--- src/rtl/core_mailbox_if.sv ---
// Inter-core mailbox bus: four byte channels from a sender core to a receiver core.
// master: the core side (drives tx data/strobes, rx read-acks and error clears).
// slave:  the mailbox side (returns head data, valid/full status and sticky error flags).
interface core_mailbox_if;
   logic [7:0] tx_data_0;
   logic [7:0] tx_data_1;
   logic [7:0] tx_data_2;
   logic [7:0] tx_data_3;
   logic [3:0] tx_strobe;    // active-low write strobes
   logic [7:0] rx_data_0;
   logic [7:0] rx_data_1;
   logic [7:0] rx_data_2;
   logic [7:0] rx_data_3;
   logic [3:0] rx_strobe;    // active-low read acknowledges
   logic [3:0] rx_valid;
   logic [3:0] tx_full;
   logic [3:0] overflow;
   logic [3:0] underflow;
   logic [3:0] err_clr;

   modport master (
      output tx_data_0, tx_data_1, tx_data_2, tx_data_3, tx_strobe, rx_strobe, err_clr,
      input  rx_data_0, rx_data_1, rx_data_2, rx_data_3, rx_valid, tx_full, overflow, underflow
   );

   modport slave (
      input  tx_data_0, tx_data_1, tx_data_2, tx_data_3, tx_strobe, rx_strobe, err_clr,
      output rx_data_0, rx_data_1, rx_data_2, rx_data_3, rx_valid, tx_full, overflow, underflow
   );
endinterface

--- src/rtl/core_mailbox.sv ---
// Purpose: four independent DEPTH x 8 byte FIFOs carrying OUTPUT Rn -> INPUT Rn between two cores.
// Latency: a push at edge N is visible on rx_data/rx_valid right after edge N; pops likewise.
// Backpressure: none on the strobes; push while full is dropped, pop while empty ignored (sticky flags).
// Ports: clk, reset (async, active-high), bus (core_mailbox_if.slave: tx_data_0..3, tx_strobe,
//        rx_data_0..3, rx_strobe, rx_valid, tx_full, overflow, underflow, err_clr).
// Build option: define MAILBOX_ERR_FLAGS_EN to build the sticky overflow/underflow flags.
module core_mailbox #(
   parameter int         DEPTH     = 4,
   parameter logic [7:0] EMPTY_VAL = 8'h00
) (
   input logic           clk,
   input logic           reset,
   core_mailbox_if.slave bus
);
   localparam int AW = $clog2(DEPTH);
   localparam logic [AW-1:0] PTR_ONE  = AW'(1);
   localparam logic [AW:0]   CNT_ONE  = (AW+1)'(1);
   localparam logic [AW:0]   CNT_FULL = (AW+1)'(DEPTH);

   logic [7:0]    mem_q  [4][DEPTH];
   logic [7:0]    mem_d  [4][DEPTH];
   logic [AW-1:0] wptr_q [4];
   logic [AW-1:0] wptr_d [4];
   logic [AW-1:0] rptr_q [4];
   logic [AW-1:0] rptr_d [4];
   logic [AW:0]   cnt_q  [4];
   logic [AW:0]   cnt_d  [4];
   logic [3:0]    tx_prev_q, tx_prev_d;
   logic [3:0]    rx_prev_q, rx_prev_d;
   // Low for the first edge after reset release, so a strobe that is already
   // low when reset drops is absorbed into tx_prev/rx_prev without an event.
   logic          arm_q, arm_d;

   logic [7:0]    tx_dat [4];
   logic [7:0]    rx_dat [4];
   logic [3:0]    push_evt, pop_evt, empty, full, do_push, do_pop;

   assign tx_dat[0] = bus.tx_data_0;
   assign tx_dat[1] = bus.tx_data_1;
   assign tx_dat[2] = bus.tx_data_2;
   assign tx_dat[3] = bus.tx_data_3;

   always_comb begin
      push_evt = '0;
      pop_evt  = '0;
      empty    = '0;
      full     = '0;
      do_push  = '0;
      do_pop   = '0;
      for (int i = 0; i < 4; i++) begin
         push_evt[i] = arm_q & ~bus.tx_strobe[i] & tx_prev_q[i];
         pop_evt[i]  = arm_q & ~bus.rx_strobe[i] & rx_prev_q[i];
         empty[i]    = (cnt_q[i] == '0);
         full[i]     = (cnt_q[i] == CNT_FULL);
         do_pop[i]   = pop_evt[i] & ~empty[i];
         // A simultaneous pop frees the slot, so a push into a full channel still lands.
         do_push[i]  = push_evt[i] & (~full[i] | do_pop[i]);
         rx_dat[i]   = empty[i] ? EMPTY_VAL : mem_q[i][rptr_q[i]];
      end
   end

   always_comb begin
      mem_d     = mem_q;
      wptr_d    = wptr_q;
      rptr_d    = rptr_q;
      cnt_d     = cnt_q;
      tx_prev_d = bus.tx_strobe;
      rx_prev_d = bus.rx_strobe;
      arm_d     = 1'b1;
      for (int i = 0; i < 4; i++) begin
         if (do_push[i]) begin
            mem_d[i][wptr_q[i]] = tx_dat[i];
            wptr_d[i]           = wptr_q[i] + PTR_ONE;
         end
         if (do_pop[i]) begin
            rptr_d[i] = rptr_q[i] + PTR_ONE;
         end
         case ({do_push[i], do_pop[i]})
            2'b10:   cnt_d[i] = cnt_q[i] + CNT_ONE;
            2'b01:   cnt_d[i] = cnt_q[i] - CNT_ONE;
            default: cnt_d[i] = cnt_q[i];
         endcase
      end
   end

   always_ff @(posedge clk or posedge reset) begin
      if (reset) begin
         for (int i = 0; i < 4; i++) begin
            for (int j = 0; j < DEPTH; j++) begin
               mem_q[i][j] <= '0;
            end
            wptr_q[i] <= '0;
            rptr_q[i] <= '0;
            cnt_q[i]  <= '0;
         end
         tx_prev_q <= 4'b1111;
         rx_prev_q <= 4'b1111;
         arm_q     <= 1'b0;
      end else begin
         mem_q     <= mem_d;
         wptr_q    <= wptr_d;
         rptr_q    <= rptr_d;
         cnt_q     <= cnt_d;
         tx_prev_q <= tx_prev_d;
         rx_prev_q <= rx_prev_d;
         arm_q     <= arm_d;
      end
   end

   assign bus.rx_data_0 = rx_dat[0];
   assign bus.rx_data_1 = rx_dat[1];
   assign bus.rx_data_2 = rx_dat[2];
   assign bus.rx_data_3 = rx_dat[3];
   assign bus.rx_valid  = ~empty;
   assign bus.tx_full   = full;

`ifdef MAILBOX_ERR_FLAGS_EN
   logic [3:0] ovf_q, ovf_d, udf_q, udf_d, ovf_evt, udf_evt;

   always_comb begin
      ovf_evt = push_evt & ~do_push;
      udf_evt = pop_evt & empty;
      // A new error in the same cycle as err_clr keeps the flag set.
      ovf_d   = ovf_evt | (ovf_q & ~bus.err_clr);
      udf_d   = udf_evt | (udf_q & ~bus.err_clr);
   end

   always_ff @(posedge clk or posedge reset) begin
      if (reset) begin
         ovf_q <= '0;
         udf_q <= '0;
      end else begin
         ovf_q <= ovf_d;
         udf_q <= udf_d;
      end
   end

   assign bus.overflow  = ovf_q;
   assign bus.underflow = udf_q;
`else
   logic unused_err_clr;
   assign unused_err_clr = ^bus.err_clr;
   assign bus.overflow   = 4'b0000;
   assign bus.underflow  = 4'b0000;
`endif
endmodule

--- src/flat_wrapper.sv ---
// flat-port wrapper written by rule: the top's interface ports become plain ports
module core_mailbox_flat 
#(
   parameter int         DEPTH     = 4,
   parameter logic [7:0] EMPTY_VAL = 8'h00
)
  (clk, reset, bus_tx_data_0, bus_tx_data_1, bus_tx_data_2, bus_tx_data_3, bus_tx_strobe, bus_rx_strobe, bus_err_clr, bus_rx_data_0, bus_rx_data_1, bus_rx_data_2, bus_rx_data_3, bus_rx_valid, bus_tx_full, bus_overflow, bus_underflow);
  core_mailbox_if bus_i ();
  input logic clk;
  input logic reset;
  input wire logic [$bits(bus_i.tx_data_0)-1:0] bus_tx_data_0;
  input wire logic [$bits(bus_i.tx_data_1)-1:0] bus_tx_data_1;
  input wire logic [$bits(bus_i.tx_data_2)-1:0] bus_tx_data_2;
  input wire logic [$bits(bus_i.tx_data_3)-1:0] bus_tx_data_3;
  input wire logic [$bits(bus_i.tx_strobe)-1:0] bus_tx_strobe;
  input wire logic [$bits(bus_i.rx_strobe)-1:0] bus_rx_strobe;
  input wire logic [$bits(bus_i.err_clr)-1:0] bus_err_clr;
  output wire logic [$bits(bus_i.rx_data_0)-1:0] bus_rx_data_0;
  output wire logic [$bits(bus_i.rx_data_1)-1:0] bus_rx_data_1;
  output wire logic [$bits(bus_i.rx_data_2)-1:0] bus_rx_data_2;
  output wire logic [$bits(bus_i.rx_data_3)-1:0] bus_rx_data_3;
  output wire logic [$bits(bus_i.rx_valid)-1:0] bus_rx_valid;
  output wire logic [$bits(bus_i.tx_full)-1:0] bus_tx_full;
  output wire logic [$bits(bus_i.overflow)-1:0] bus_overflow;
  output wire logic [$bits(bus_i.underflow)-1:0] bus_underflow;
  assign bus_i.tx_data_0 = bus_tx_data_0;
  assign bus_i.tx_data_1 = bus_tx_data_1;
  assign bus_i.tx_data_2 = bus_tx_data_2;
  assign bus_i.tx_data_3 = bus_tx_data_3;
  assign bus_i.tx_strobe = bus_tx_strobe;
  assign bus_i.rx_strobe = bus_rx_strobe;
  assign bus_i.err_clr = bus_err_clr;
  assign bus_rx_data_0 = bus_i.rx_data_0;
  assign bus_rx_data_1 = bus_i.rx_data_1;
  assign bus_rx_data_2 = bus_i.rx_data_2;
  assign bus_rx_data_3 = bus_i.rx_data_3;
  assign bus_rx_valid = bus_i.rx_valid;
  assign bus_tx_full = bus_i.tx_full;
  assign bus_overflow = bus_i.overflow;
  assign bus_underflow = bus_i.underflow;
  core_mailbox #(.DEPTH(DEPTH), .EMPTY_VAL(EMPTY_VAL)) u_core (.clk(clk), .reset(reset), .bus(bus_i));
endmodule
--- config.mk ---
export PLATFORM = sky130hd
export DESIGN_NAME = core_mailbox_flat
export DESIGN_NICKNAME = d
export VERILOG_FILES = /design/src/rtl/core_mailbox_if.sv /design/src/rtl/core_mailbox.sv /design/src/flat_wrapper.sv
export SDC_FILE = /design/constraint.sdc
export NUM_CORES = 1
export LEC_CHECK = 0
export CORE_MARGIN = 2
export CORE_UTILIZATION = 40
export CTS_BUF_LIST = sky130_fd_sc_hd__clkbuf_4 sky130_fd_sc_hd__clkbuf_8
export CTS_CLUSTER_DIAMETER = 150
export DETAILED_ROUTE_END_ITERATION = 8
export GPL_ROUTABILITY_DRIVEN = 0
export PLACE_DENSITY = 0.63
export SYNTH_ARGS = -nofsm -noshare
export SYNTH_HDL_FRONTEND = slang
export SYNTH_SLANG_ARGS = --single-unit
--- constraint.sdc ---
create_clock -name clk -period 8.4 [get_ports clk]
set_clock_uncertainty 0.05 [all_clocks]
set_input_delay 2.52 -clock clk [delete_from_list [all_inputs] [get_ports clk]]
set_output_delay 2.52 -clock clk [all_outputs]
set_load 0.005 [all_outputs]
## Yosys cells after proc, flatten, opt, wreduce, memory -nomap -nowiden

Cells that the tools add are included.

| operators by class | value |
|---|---|
| magnitude comparators | 12 |
| reduce and logical (&&, ||, !) cells | 12 |
| bitwise operators | 53 |
| multiplexer cells | 32 |
| eq/ne operators | 12 |
| add/sub/neg operators | 16 |

Operator list:

| operator | number |
|---|---|
| $bwmux 32 | 4 |
| $mux 8 | 16 |
| $bmux 8 s2 | 4 |
| $demux 8 s2 | 4 |
| $and 1x1->1 | 24 |
| $ge 3x3->1 const B | 8 |
| $not 2->3 | 8 |
| $pmux 3 s2 | 4 |
| $add 2x1->2 const B | 8 |
| $not 1->1 | 16 |
| $add 3x1->3 const B | 4 |
| $eq 3x3->1 const B | 4 |
| $logic_not 3->1 | 4 |
| $lt 3x1->1 const B | 4 |
| $sub 3x1->3 const B | 4 |
| $eq 2x1->1 const B | 4 |
| $eq 2x2->1 const B | 4 |
| $reduce_bool 2->1 | 4 |
| $logic_and 1x1->1 | 4 |
| $not 4->4 | 1 |
| $or 1x1->1 | 4 |

| storage, ports and cells | value |
|---|---|
| register bits after elaboration | 165 |
| logic and storage cells | 168 |
| output and inout port bits | 48 |
| input bits | 46 |

## Depth between registers and ports, before layout

Gate-level depths: netlist (run 1).

| depth | value |
|---|---|
| depth after elaboration | 8 |
| mapped depth | 10 |
| gate-level depth less buffers | 9 |

## Worst setup path before layout (run 1)

Ideal clock, no wire load.

| timing | value |
|---|---|
| kind | in2reg |
| from | in bus_rx_strobe[0] |
| to | reg u_core.cnt_q[11] (netlist bit) |
| stages | 9 |
| path buffers | 1 |
| library setup time | 0.079 ns |
| required time | 8.271 ns |
| data arrival time | 4.211 ns |
| slack | 4.060 ns |
| path through | nand2b_1 > clkbuf_1 > nor3b_1 > ha_1 > inv_1 > fa_1 > xor2_1 > nor2_1 > xor2_1 |

| between the ends | value |
|---|---|
| cells in the longest elaborated chain, start to end | 8 |
| elaborated cells between the ends (all ways) | 10 |
| those cells by class | eq/ne: 2; mux: 1; bitwise: 6; reduce/logical: 1 |

Ends and longest elaborated chain:

| what | line | text |
|---|---|---|
| start: declaration | flat_wrapper.sv:16 | `input wire logic [$bits(bus_i.rx_strobe)-1:0] bus_rx_strobe;` |
| $not 1->1 (*) | core_mailbox.sv:52 | `pop_evt[i] = arm_q & ~bus.rx_strobe[i] & rx_prev_q[i];` |
| $and 1x1->1 (*) (2 in a row) | core_mailbox.sv:52 |  |
| $and 1x1->1 (*) | core_mailbox.sv:55 | `do_pop[i] = pop_evt[i] & ~empty[i];` |
| named net u_core.do_pop[0] | core_mailbox.sv:36 | `logic [3:0] push_evt, pop_evt, empty, full, do_push, do_pop;` |
| $or 1x1->1 | core_mailbox.sv:57 | `do_push[i] = push_evt[i] & (~full[i] \| do_pop[i]);` |
| $and 1x1->1 | core_mailbox.sv:57 |  |
| $eq 2x1->1 / $eq 2x2->1 (equally long branches) | core_mailbox.sv:78 | `case ({do_push[i], do_pop[i]})` |
| $pmux 3 s2 / $reduce_bool 2->1 (equally long branches) | n/a |  |
| end signal: assignment | core_mailbox.sv:103 | `cnt_q <= cnt_d;` |
| end: declaration | core_mailbox.sv:26 | `logic [AW:0] cnt_q [4];` |

The timed path passes the listed nets; every way through them passes the cells marked *.
A chain may end at the register's enable or synchronous reset.

## Worst setup path in the final report (run 1)

| timing | value |
|---|---|
| from | reg u_core.rptr_q[2] (netlist bit) |
| to | out bus_rx_data_2[7] |

| between the ends | value |
|---|---|
| cells in the longest elaborated chain, start to end | 5 |

Ends and longest elaborated chain:

| what | line | text |
|---|---|---|
| start: declaration | core_mailbox.sv:24 | `logic [AW-1:0] rptr_q [4];` |
| start signal: assignment | core_mailbox.sv:102 | `rptr_q <= rptr_d;` |
| $not 2->3 (implied by the code) | core_mailbox.sv:58 | `rx_dat[i] = empty[i] ? EMPTY_VAL : mem_q[i][rptr_q[i]];` |
| $bmux 8 s2 | core_mailbox.sv:58 |  |
| $mux 8 (implied by the code) (2 in a row) | core_mailbox.sv:58 |  |
| $mux 8 | core_mailbox.sv:58 |  |
| end: declaration | flat_wrapper.sv:20 | `output wire logic [$bits(bus_i.rx_data_2)-1:0] bus_rx_data_2;` |

No other way between the ends. The select of a mux whose other input is x is not followed.

==> results.ini, run 1 <==
[cts]
clk_latency_ns = 0.46
clockRootBuffer = clkbuf_8
cts.repair.resized = 0
cts_tree = done
clk_path_buf_depth = 2
cts_buffers = 17
cts.reportedPaths.clkPinSlew_ns = 0.10
postCtsSetupBuffers = 0
cts_hold_buf = 0
h-tree-depth = 4
cts.sinks = 165

[timing]
hold_ws_ns = 0.442
hold_violations = 0
slew_viol_final = 0
relSlewSlack_pct = 38.9
fmax_mhz = 201
rsz0062_at_grt = false
period_share_pct = 59.2
tightest_slew_ns = 0.916
fin_setup_tns_ns = 0
min_period_ns = 4.97
setup_viol = 0

[synthesis]
synth_warnings = 0
synth_area_leaders = dfrtp_1 49%, mux2_2 17%, mux4_2 9.0%, ha_1 3.1%, a211oi_4 3.0%
syn_avg_cell_area_um2 = 15.0
yosysTopAreaCell = dfrtp_1
synth.distinct_cells = 32
syn_inst = 532
synth_area_um2 = 8000
synth_top_area_share_pct = 49.1
ys_ff_latch = 165
synth-seq-area-share_pct = 51.7

[finish]
fin_cells = 899
syn_to_final_growth_pct = 18.2
antenna_cells = 0
nNetsFinal = 691
mostFrequentLayoutCell = dfrtp_1
layout_common_cells = 157 x dfrtp_1, 124 x mux2_2, 81 x clkdlybuf4s50_1, 40 x inv_1
final_util_pct = 48.4
drive_above_1_share_pct = 36.0

[setup_path]
crit_required_ns = 5.83
worstPathArrival_ns = 2.40
cp-start-kind = flip-flop
endpoint_kind = output port
path_class = reg2out
crit_fanout = 10
r2r_start = u_core.arm_q$_DFF_PP0_
cp-startpoint = u_core.rptr_q[2]$_DFFE_PP0P_

[floorplan]
core.rowCount = 51
dieHeight_um = 145
die-width_um = 145
dieArea_um2 = 21100
initial_core_util_pct = 41.0
core_area_um2 = 19500
ioPinCount = 94

[power_and_ir_drop]
p_sw_share_pct = 31.6
p_leak_uw = 0.00399
p_seq_share_pct = 42.9
power.density_nw_per_um2 = 361
vdd_drop_max_uv = 141
internal-power_uw = 2330
pwr-share-comb_pct = 41.1
pwr-share-clk_pct = 15.9
net-switching-power_uw = 1080

[placement]
dp_cells = 867
io_buffer_count = 81
dp_hpwl_um = 10200

[global_route]
grt_max_degree = 104
grt_pass1_wl_um = 25700
overflow = 0
grt_util_all_layers_pct = 15.3
grt_pass1_vias = 4970
antenna_found_initial = 0

[detailed_routing]
ant_nets = 0
wl_per_cell_um = 16.7
drc_errors = 0
vias = 4444
routed_wl_um = 15100
via_per_inst = 4.94
drt_first_pass_iters = 4
drt_iter0_markers = 127

[min_path]
hold_path_startpoint = u_core.cnt_q[11]$_DFFE_PP0P_
hp-class = reg2reg

[job]
cap_violations = 0

[run_status]
status = finished, final reports clean

layer usage:
layer / global-route usage, % / routed length (um)
met5: 0 / 0
met4: 5.29 / 235
met3: 2.95 / 399
met2: 26.8 / 7920
met1: 19.0 / 6510
logic make-up after synthesis:
| group | synth area share (%) |
|---|---|
| compound gates | 3.85 |
| xor+xnor | 2.63 |
| fa+ha+maj | 4.13 |
| buf+inv | 3.44 |
| flops | 51.7 |
| mux | 27.8 |
| other cells | 0.0939 |
| simple gates | 6.27 |
through the flow:
stage	total power, uW	setup WS, ns	area (um2)
2_1_floorplan	2330	1.38	8030
3_3_place_gp	2840	3.50	9090
3_5_place_dp	2910	3.46	9090
4_1_cts	3460	3.35	9450
5_1_grt	3650	3.28	9450
6_report	3410	3.43	9450
synth_stat cells:
| master | instances |
|---|---|
| inv_1 | 41 |
| buf_2 | 4 |
| nor3b_2 | 1 |
| mux2_2 | 124 |
| dfstp_2 | 8 |
| xnor2_1 | 8 |
| nand2_1 | 3 |
| mux2_1 | 8 |
| nor2_1 | 7 |
| nor3_1 | 4 |
| fa_1 | 4 |
| nor4bb_1 | 1 |
| a211oi_4 | 12 |
| buf_4 | 9 |
| o21ai_0 | 2 |
| nand2b_1 | 1 |
| a21oi_1 | 3 |
| a21oi_2 | 4 |
| conb_1 | 2 |
| nor3b_4 | 3 |
| a211oi_1 | 1 |
| nor3b_1 | 4 |
| nand3b_4 | 3 |
| clkbuf_1 | 9 |
| ha_1 | 20 |
| mux4_2 | 32 |
| nand4b_1 | 4 |
| mux2i_1 | 2 |
| nor2b_1 | 32 |
| nand3b_2 | 3 |
| xor2_1 | 16 |
| dfrtp_1 | 157 |
state kept, by name, indices dropped and copies added, names as in the netlist:
register	count
u_core.tx_prev_q	4
u_core.wptr_q	8
u_core.rptr_q	8
u_core.rx_prev_q	4
u_core.mem_q	128
u_core.cnt_q	12
u_core.arm_q	1
power by group through the flow:
stage / Clock [uW] / Sequential [uW] / Combinational (uW)
floorplan: 0 / 1330 / 1010
global placement: 0 / 1450 / 1380
detailed placement: 0 / 1490 / 1430
CTS: 562 / 1470 / 1430
global route: 594 / 1530 / 1530
finish: 542 / 1460 / 1400
final timing paths:
path | cells after the start | to | slack [ns]
max in group asynchronous | 3 | u_core.rptr_q[0]$_DFFE_PP0P_ | 4.33
min in group asynchronous | 2 | u_core.mem_q[109]$_DFFE_PP0P_ | 2.59
worst min-delay path | 1 | u_core.cnt_q[11]$_DFFE_PP0P_ | 0.44
worst min register to register | 1 | u_core.cnt_q[11]$_DFFE_PP0P_ | 0.44
worst max register to register | 8 | u_core.cnt_q[8]$_DFFE_PP0P_ | 5.68
worst max-delay path | 3 | bus_rx_data_2[7] | 3.43
cell type report:
| type | count | area, um2 |
|---|---|---|
| fillers | 1742 | 10100 |
| repair buffers | 85 | 841 |
| clock buffers | 18 | 248 |
| well taps | 265 | 332 |
| flip-flops and latches | 165 | 4140 |
| clock inverters | 14 | 119 |
| inverters | 41 | 159 |
| multi-input cells | 311 | 3620 |
worst max-delay path: stages, from the launching register on:
cell	delay, ns
dfrtp_1	0.74
mux4_2	0.57
nor2b_1	0.16
clkdlybuf4s50_1	0.49
No activity file was read; power rests on OpenSTA's default activity.
==> run 2: changes to the inputs <==
==> constraint.sdc (replaced) <==
create_clock -name clk -period 4.9 [get_ports clk]
set_clock_uncertainty 0.05 [all_clocks]
set_input_delay 1.47 -clock clk [delete_from_list [all_inputs] [get_ports clk]]
set_output_delay 1.47 -clock clk [all_outputs]
set_load 0.005 [all_outputs]
==> results.ini, run 2 (synthesized netlist as in run 1, its figures left out) <==
[setup_path]
r2r_start = u_core.arm_q$_DFF_PP0_  ; unchanged
max_stage_delay_ns = 0.78  ; was 0.74 ns
worstPathArrival_ns = 2.42  ; was 2.40 ns
crit_required_ns = 3.38  ; was 5.83 ns
rrSetupSlack_ns = 2.06  ; was 5.68 ns
cp.depth = 3  ; unchanged
cp_top_family = flip-flops  ; unchanged
cp-start-kind = flip-flop  ; unchanged
cp-startpoint = u_core.rptr_q[2]$_DFFE_PP0P_  ; unchanged
reg2reg_depth = 8  ; unchanged
crit_fanout = 10  ; unchanged
critPathSlowestCell = dfrtp_1  ; unchanged
path_buf_inv = 1  ; unchanged
cp_cell_sequence = mux4_2 > nor2b_1 > clkdlybuf4s50_1  ; unchanged
endpoint_kind = output port  ; unchanged
path_class = reg2out  ; unchanged

[cts]
cts.reportedPaths.clkPinSlew_ns = 0.09  ; was 0.10 ns
cts_tree = done  ; unchanged
cts.repair.resized = 0  ; unchanged
clk_latency_ns = 0.46  ; about the same
cts_buffers = 17  ; unchanged
cts.sinks = 165  ; unchanged
clk_path_buf_depth = 2  ; unchanged
clockRootBuffer = clkbuf_8  ; unchanged
h-tree-depth = 4  ; unchanged
postCtsSetupBuffers = 0  ; unchanged
cts_hold_buf = 0  ; unchanged

[floorplan]
dieHeight_um = 145  ; unchanged
core_area_um2 = 19500  ; unchanged
die-width_um = 145  ; unchanged
core.rowCount = 51  ; unchanged
dieArea_um2 = 21100  ; unchanged
initial_core_util_pct = 41.0  ; unchanged
ioPinCount = 94  ; unchanged

[detailed_routing]
wl_per_cell_um = 17.2  ; was 16.7 um
drt_iter0_markers = 152  ; was 127
ant_nets = 0  ; unchanged
drc_errors = 0  ; unchanged
drt_first_pass_iters = 4  ; unchanged
vias = 4470  ; was 4444
via_per_inst = 4.97  ; was 4.94
routed_wl_um = 15500  ; was 15100 um

[timing]
hold_ws_ns = 0.444  ; was 0.442 ns
period_share_pct = 80.4
slew_viol_final = 0  ; unchanged
setup_viol = 0  ; unchanged
fin_setup_tns_ns = 0  ; unchanged
min_period_ns = 3.94
hold_violations = 0  ; unchanged
fmax_mhz = 254
rsz0062_at_grt = false  ; unchanged
tightest_slew_ns = 0.782  ; was 0.916 ns
relSlewSlack_pct = 47.9  ; was 38.9%

[global_route]
grt_max_degree = 75  ; was 104
grt_pass1_wl_um = 26100  ; was 25700 um
grt_util_all_layers_pct = 15.7  ; was 15.3%
antenna_found_initial = 0  ; unchanged
grt_pass1_vias = 5071  ; was 4970
overflow = 0  ; unchanged

[finish]
drive_above_1_share_pct = 35.9  ; was 36.0%
top_register = u_core.mem_q  ; unchanged
largest_reg_flops = 128  ; unchanged
mostFrequentLayoutCell = dfrtp_1  ; unchanged
reg.largest.list = u_core.mem_q: 128 flops, u_core.cnt_q: 12 flops  ; unchanged
syn_to_final_growth_pct = 19.3  ; was 18.2%
nNetsFinal = 693  ; was 691
layout_common_cells = 157 x dfrtp_1, 124 x mux2_2, 81 x clkdlybuf4s50_1, 40 x inv_1  ; unchanged
final_area_um2 = 9550  ; was 9450 um2
antenna_cells = 0  ; unchanged
fillers = 1705  ; was 1742

[power_and_ir_drop]
power.density_nw_per_um2 = 630  ; was 361 nW/um2
p_leak_uw = 0.00402  ; was 0.00399 uW
vdd_drop_max_uv = 357  ; was 141 uV

[job]
cap_violations = 0  ; unchanged

[placement]
dp_hpwl_um = 10500  ; was 10200 um
io_buffer_count = 81  ; unchanged
dpl_cell_area_um2 = 9120  ; was 9090 um2

[min_path]
hold_path_startpoint = u_core.mem_q[33]$_DFFE_PP0P_  ; was u_core.cnt_q[11]$_DFFE_PP0P_
hp-class = reg2reg  ; unchanged
min_path_cells = 1  ; unchanged

[run_status]
status = finished, final reports clean  ; unchanged

[run 2: worst reg2reg max path: stages (launching register included)]
cell and delay (ns):
dfrtp_1 0.86, nand3b_2 0.39, nor2_1 0.29, ha_1 0.23, inv_1 0.07, fa_1 0.43
xor2_1 0.16, nor2_1 0.12, xor2_1 0.16
[run 2: layout make-up]
class	count	area (um2)	area share, %
Clock buffer	17	234	2.45
Clock inverter	14	191	2.01
Inverter	41	158	1.65
Multi-Input combinational cell	311	3610	37.8
Sequential cell	165	4140	43.4
Tap cell	265	332	3.47
Timing Repair Buffer	87	881	9.23
[run 2: per-stage QoR]
step           util [%]  std cells  power (uW)  setup slack, ns
2_1_floorplan         -        539        4000             1.29
3_3_place_gp       46.7        869        4880            0.997
3_5_place_dp       46.7        869        5020            0.952
4_1_cts            48.9        900        6110            0.895
5_1_grt            48.9        900        6440            0.813
6_report           48.9        900        6010            0.963
[run 2: report_power, final]
| part | total [uW] | internal, uW | switching [uW] |
|---|---|---|---|
| logic | 2420 | 1620 | 802 |
| clock network | 1060 | 518 | 542 |
| registers | 2530 | 2000 | 525 |
[run 2: routing by layer]
metal | part of all wire (%) | GRT usage, % | up-vias
li1 | - | - | 2045
met1 | 45 | 20.1 | 2337
met2 | 50 | 26.2 | 73
met3 | 3.6 | 3.76 | 15
met4 | 1.3 | 5.54 | 0
met5 | 0 | 0 | -
[run 2: final timing paths]
path | endpoint
worst max register to register | u_core.cnt_q[5]$_DFFE_PP0P_
worst min register to register | u_core.mem_q[33]$_DFFE_PP0P_
worst min-delay path | u_core.mem_q[33]$_DFFE_PP0P_
worst max-delay path | bus_rx_data_2[7]
max in group asynchronous | u_core.rx_prev_q[2]$_DFF_PP1_
min in group asynchronous | u_core.mem_q[12]$_DFFE_PP0P_
==> run 3: changes to the inputs <==
--- a/config.mk
+++ b/config.mk
@@ -11,7 +11,7 @@
 export CTS_CLUSTER_DIAMETER = 150
 export DETAILED_ROUTE_END_ITERATION = 8
 export GPL_ROUTABILITY_DRIVEN = 0
-export PLACE_DENSITY = 0.63
+export PLACE_DENSITY = 0.66
 export SYNTH_ARGS = -nofsm -noshare
 export SYNTH_HDL_FRONTEND = slang
 export SYNTH_SLANG_ARGS = --single-unit
==> constraint.sdc (replaced) <==
create_clock -name clk -period 3.4 [get_ports clk]
set_clock_uncertainty 0.05 [all_clocks]
set_input_delay 1.02 -clock clk [delete_from_list [all_inputs] [get_ports clk]]
set_output_delay 1.02 -clock clk [all_outputs]
set_load 0.005 [all_outputs]
==> results.ini, run 3 (synthesized netlist as in run 1, its figures left out) <==
[run_status]
status = finished, final reports clean  ; unchanged

[cts]
cts.reportedPaths.clkPinSlew_ns = 0.09  ; about the same
clk_path_buf_depth = 2  ; unchanged
cts_hold_buf = 0  ; unchanged
cts_buffers = 17  ; unchanged
cts.sinks = 165  ; unchanged
h-tree-depth = 4  ; unchanged
cts_tree = done  ; unchanged
clk_latency_ns = 0.45  ; was 0.46 ns
clockRootBuffer = clkbuf_8  ; unchanged

[setup_path]
worstPathArrival_ns = 2.16  ; was 2.42 ns
r2r_start = u_core.cnt_q[7]$_DFFE_PP0P_  ; was u_core.arm_q$_DFF_PP0_
crit_required_ns = 2.33  ; was 3.38 ns
rr_endpoint = u_core.cnt_q[8]$_DFFE_PP0P_  ; was u_core.cnt_q[5]$_DFFE_PP0P_
cp_cell_sequence = buf_4 > mux4_2 > nor2b_1 > clkdlybuf4s50_1  ; was mux4_2 > nor2b_1 > clkdlybuf4s50_1
critPathSlowestCell = mux4_2  ; was dfrtp_1
endpoint_kind = output port  ; unchanged
cp-start-kind = flip-flop  ; unchanged
reg2reg_depth = 9  ; was 8
rrSetupSlack_ns = 0.87  ; was 2.06 ns
max_stage_delay_ns = 0.53  ; was 0.78 ns
crit_fanout = 10  ; unchanged
cp_top_family = buffers and inverters  ; was flip-flops
path_buf_inv = 2  ; was 1
path_class = reg2out  ; unchanged

[finish]
antenna_cells = 0  ; unchanged
largest_reg_flops = 128  ; unchanged
nNetsFinal = 724  ; was 693
mostFrequentLayoutCell = dfrtp_1  ; unchanged
drive_above_1_share_pct = 39.1  ; was 35.9%
top_register = u_core.mem_q  ; unchanged
syn_to_final_growth_pct = 21.7  ; was 19.3%
layout_common_cells = 156 x dfrtp_1, 124 x mux2_2, 81 x clkdlybuf4s50_1, 40 x inv_1, 34 x buf_4  ; was 157 x dfrtp_1, 124 x mux2_2, 81 x clkdlybuf4s50_1, 40 x inv_1
reg.largest.list = u_core.mem_q: 128 flops, u_core.cnt_q: 12 flops  ; unchanged

[placement]
dp_hpwl_um = 10600  ; was 10500 um
io_buffer_count = 81  ; unchanged

[timing]
period_share_pct = 94.9
setup_viol = 0  ; unchanged
hold_violations = 0  ; unchanged
min_period_ns = 3.23
hold_ws_ns = 0.442  ; was 0.444 ns
rsz0062_at_grt = false  ; unchanged
relSlewSlack_pct = 48.6  ; was 47.9%
fmax_mhz = 310
tightest_slew_ns = 0.771  ; was 0.782 ns
slew_viol_final = 0  ; unchanged
fin_setup_tns_ns = 0  ; unchanged

[detailed_routing]
vias = 4648  ; was 4470
ant_nets = 0  ; unchanged
via_per_inst = 4.99  ; was 4.97
drc_errors = 0  ; unchanged
drt_first_pass_iters = 4  ; unchanged
drt_iter0_markers = 117  ; was 152
wl_per_cell_um = 16.6  ; was 17.2 um
routed_wl_um = 15500  ; about the same

[floorplan]
dieHeight_um = 145  ; unchanged
core.rowCount = 51  ; unchanged
core_area_um2 = 19500  ; unchanged
initial_core_util_pct = 41.0  ; unchanged
ioPinCount = 94  ; unchanged
die-width_um = 145  ; unchanged
dieArea_um2 = 21100  ; unchanged

[global_route]
grt_util_all_layers_pct = 15.7  ; about the same
grt_pass1_wl_um = 26500  ; was 26100 um
antenna_found_initial = 0  ; unchanged
grt_pass1_vias = 5304  ; was 5071
overflow = 0  ; unchanged
grt_max_degree = 84  ; was 75

[job]
cap_violations = 0  ; unchanged

[min_path]
min_to = u_core.mem_q[45]$_DFFE_PP0P_  ; was u_core.mem_q[33]$_DFFE_PP0P_
min_path_cells = 1  ; unchanged
hold_path_startpoint = u_core.mem_q[45]$_DFFE_PP0P_  ; was u_core.mem_q[33]$_DFFE_PP0P_
hp-class = reg2reg  ; unchanged

[power_and_ir_drop]
power.density_nw_per_um2 = 883  ; was 630 nW/um2
p_leak_uw = 0.00417  ; was 0.00402 uW
vdd_drop_max_uv = 401  ; was 357 uV
total_power_uw = 8600  ; was 6010 uW

run 3: worst max-delay path by stage:
stage / startpoint / to / slack (ns) / depth (start not counted)
after floorplan: reset / u_core.arm_q$_DFF_PP0_ / 0.24 / 1
after global placement: bus_rx_strobe[0] / u_core.cnt_q[11]$_DFFE_PP0P_ / 0.23 / 9
after detailed placement: bus_rx_strobe[0] / u_core.cnt_q[11]$_DFFE_PP0P_ / 0.17 / 9
after CTS: u_core.rptr_q[4]$_DFFE_PP0P_ / bus_rx_data_1[6] / 0.03 / 4
after global routing: u_core.cnt_q[0]$_DFFE_PP0P_ / bus_rx_data_3[4] / 0.03 / 4
final: u_core.rptr_q[0]$_DFFE_PP0P_ / bus_rx_data_3[4] / 0.17 / 4
run 3: layout make-up:
class / count / area (um2)
Clock buffer: 19 / 255
Tap cell: 265 / 332
Clock inverter: 13 / 116
Multi-Input combinational cell: 311 / 3610
Sequential cell: 165 / 4140
Timing Repair Buffer: 118 / 1130
Fill cell: 1693 / 9790
Inverter: 41 / 158
run 3: power by group:
| part | switching [uW] | internal [uW] | leakage (uW) |
|---|---|---|---|
| sequential | 642 | 2890 | 0.00200 |
| combinational | 1290 | 2440 | 0.00197 |
| clock | 782 | 558 | 0.000190 |
run 3: layer usage:
metal / track usage (%) / wire (um) / share of wire (%) / vias to the layer above
met5: 0 / 0 / 0 / -
li1: - / - / - / 2094
met3: 3.54 / 521 / 3.4 / 18
met4: 5.93 / 221 / 1.4 / 0
met2: 27.0 / 7880 / 51 / 87
met1: 19.5 / 6860 / 44 / 2449
run 3: per-stage QoR:
step	cells	setup WS [ns]	util, %	area [um2]
final	932	0.172	49.9	9740
after global routing	932	0.0307	49.9	9740
after CTS	932	0.0324	49.9	9740
after detailed placement	900	0.167	48.0	9370
after global placement	900	0.227	48.0	9370
after floorplan	539	0.238	-	8030
run 3: repair_timing:
item,in CTS,in global routing
buffers inserted,0,0
resized for setup,0,1
endpoints found under the setup margin,0,3
hold endpoints to repair,0,0
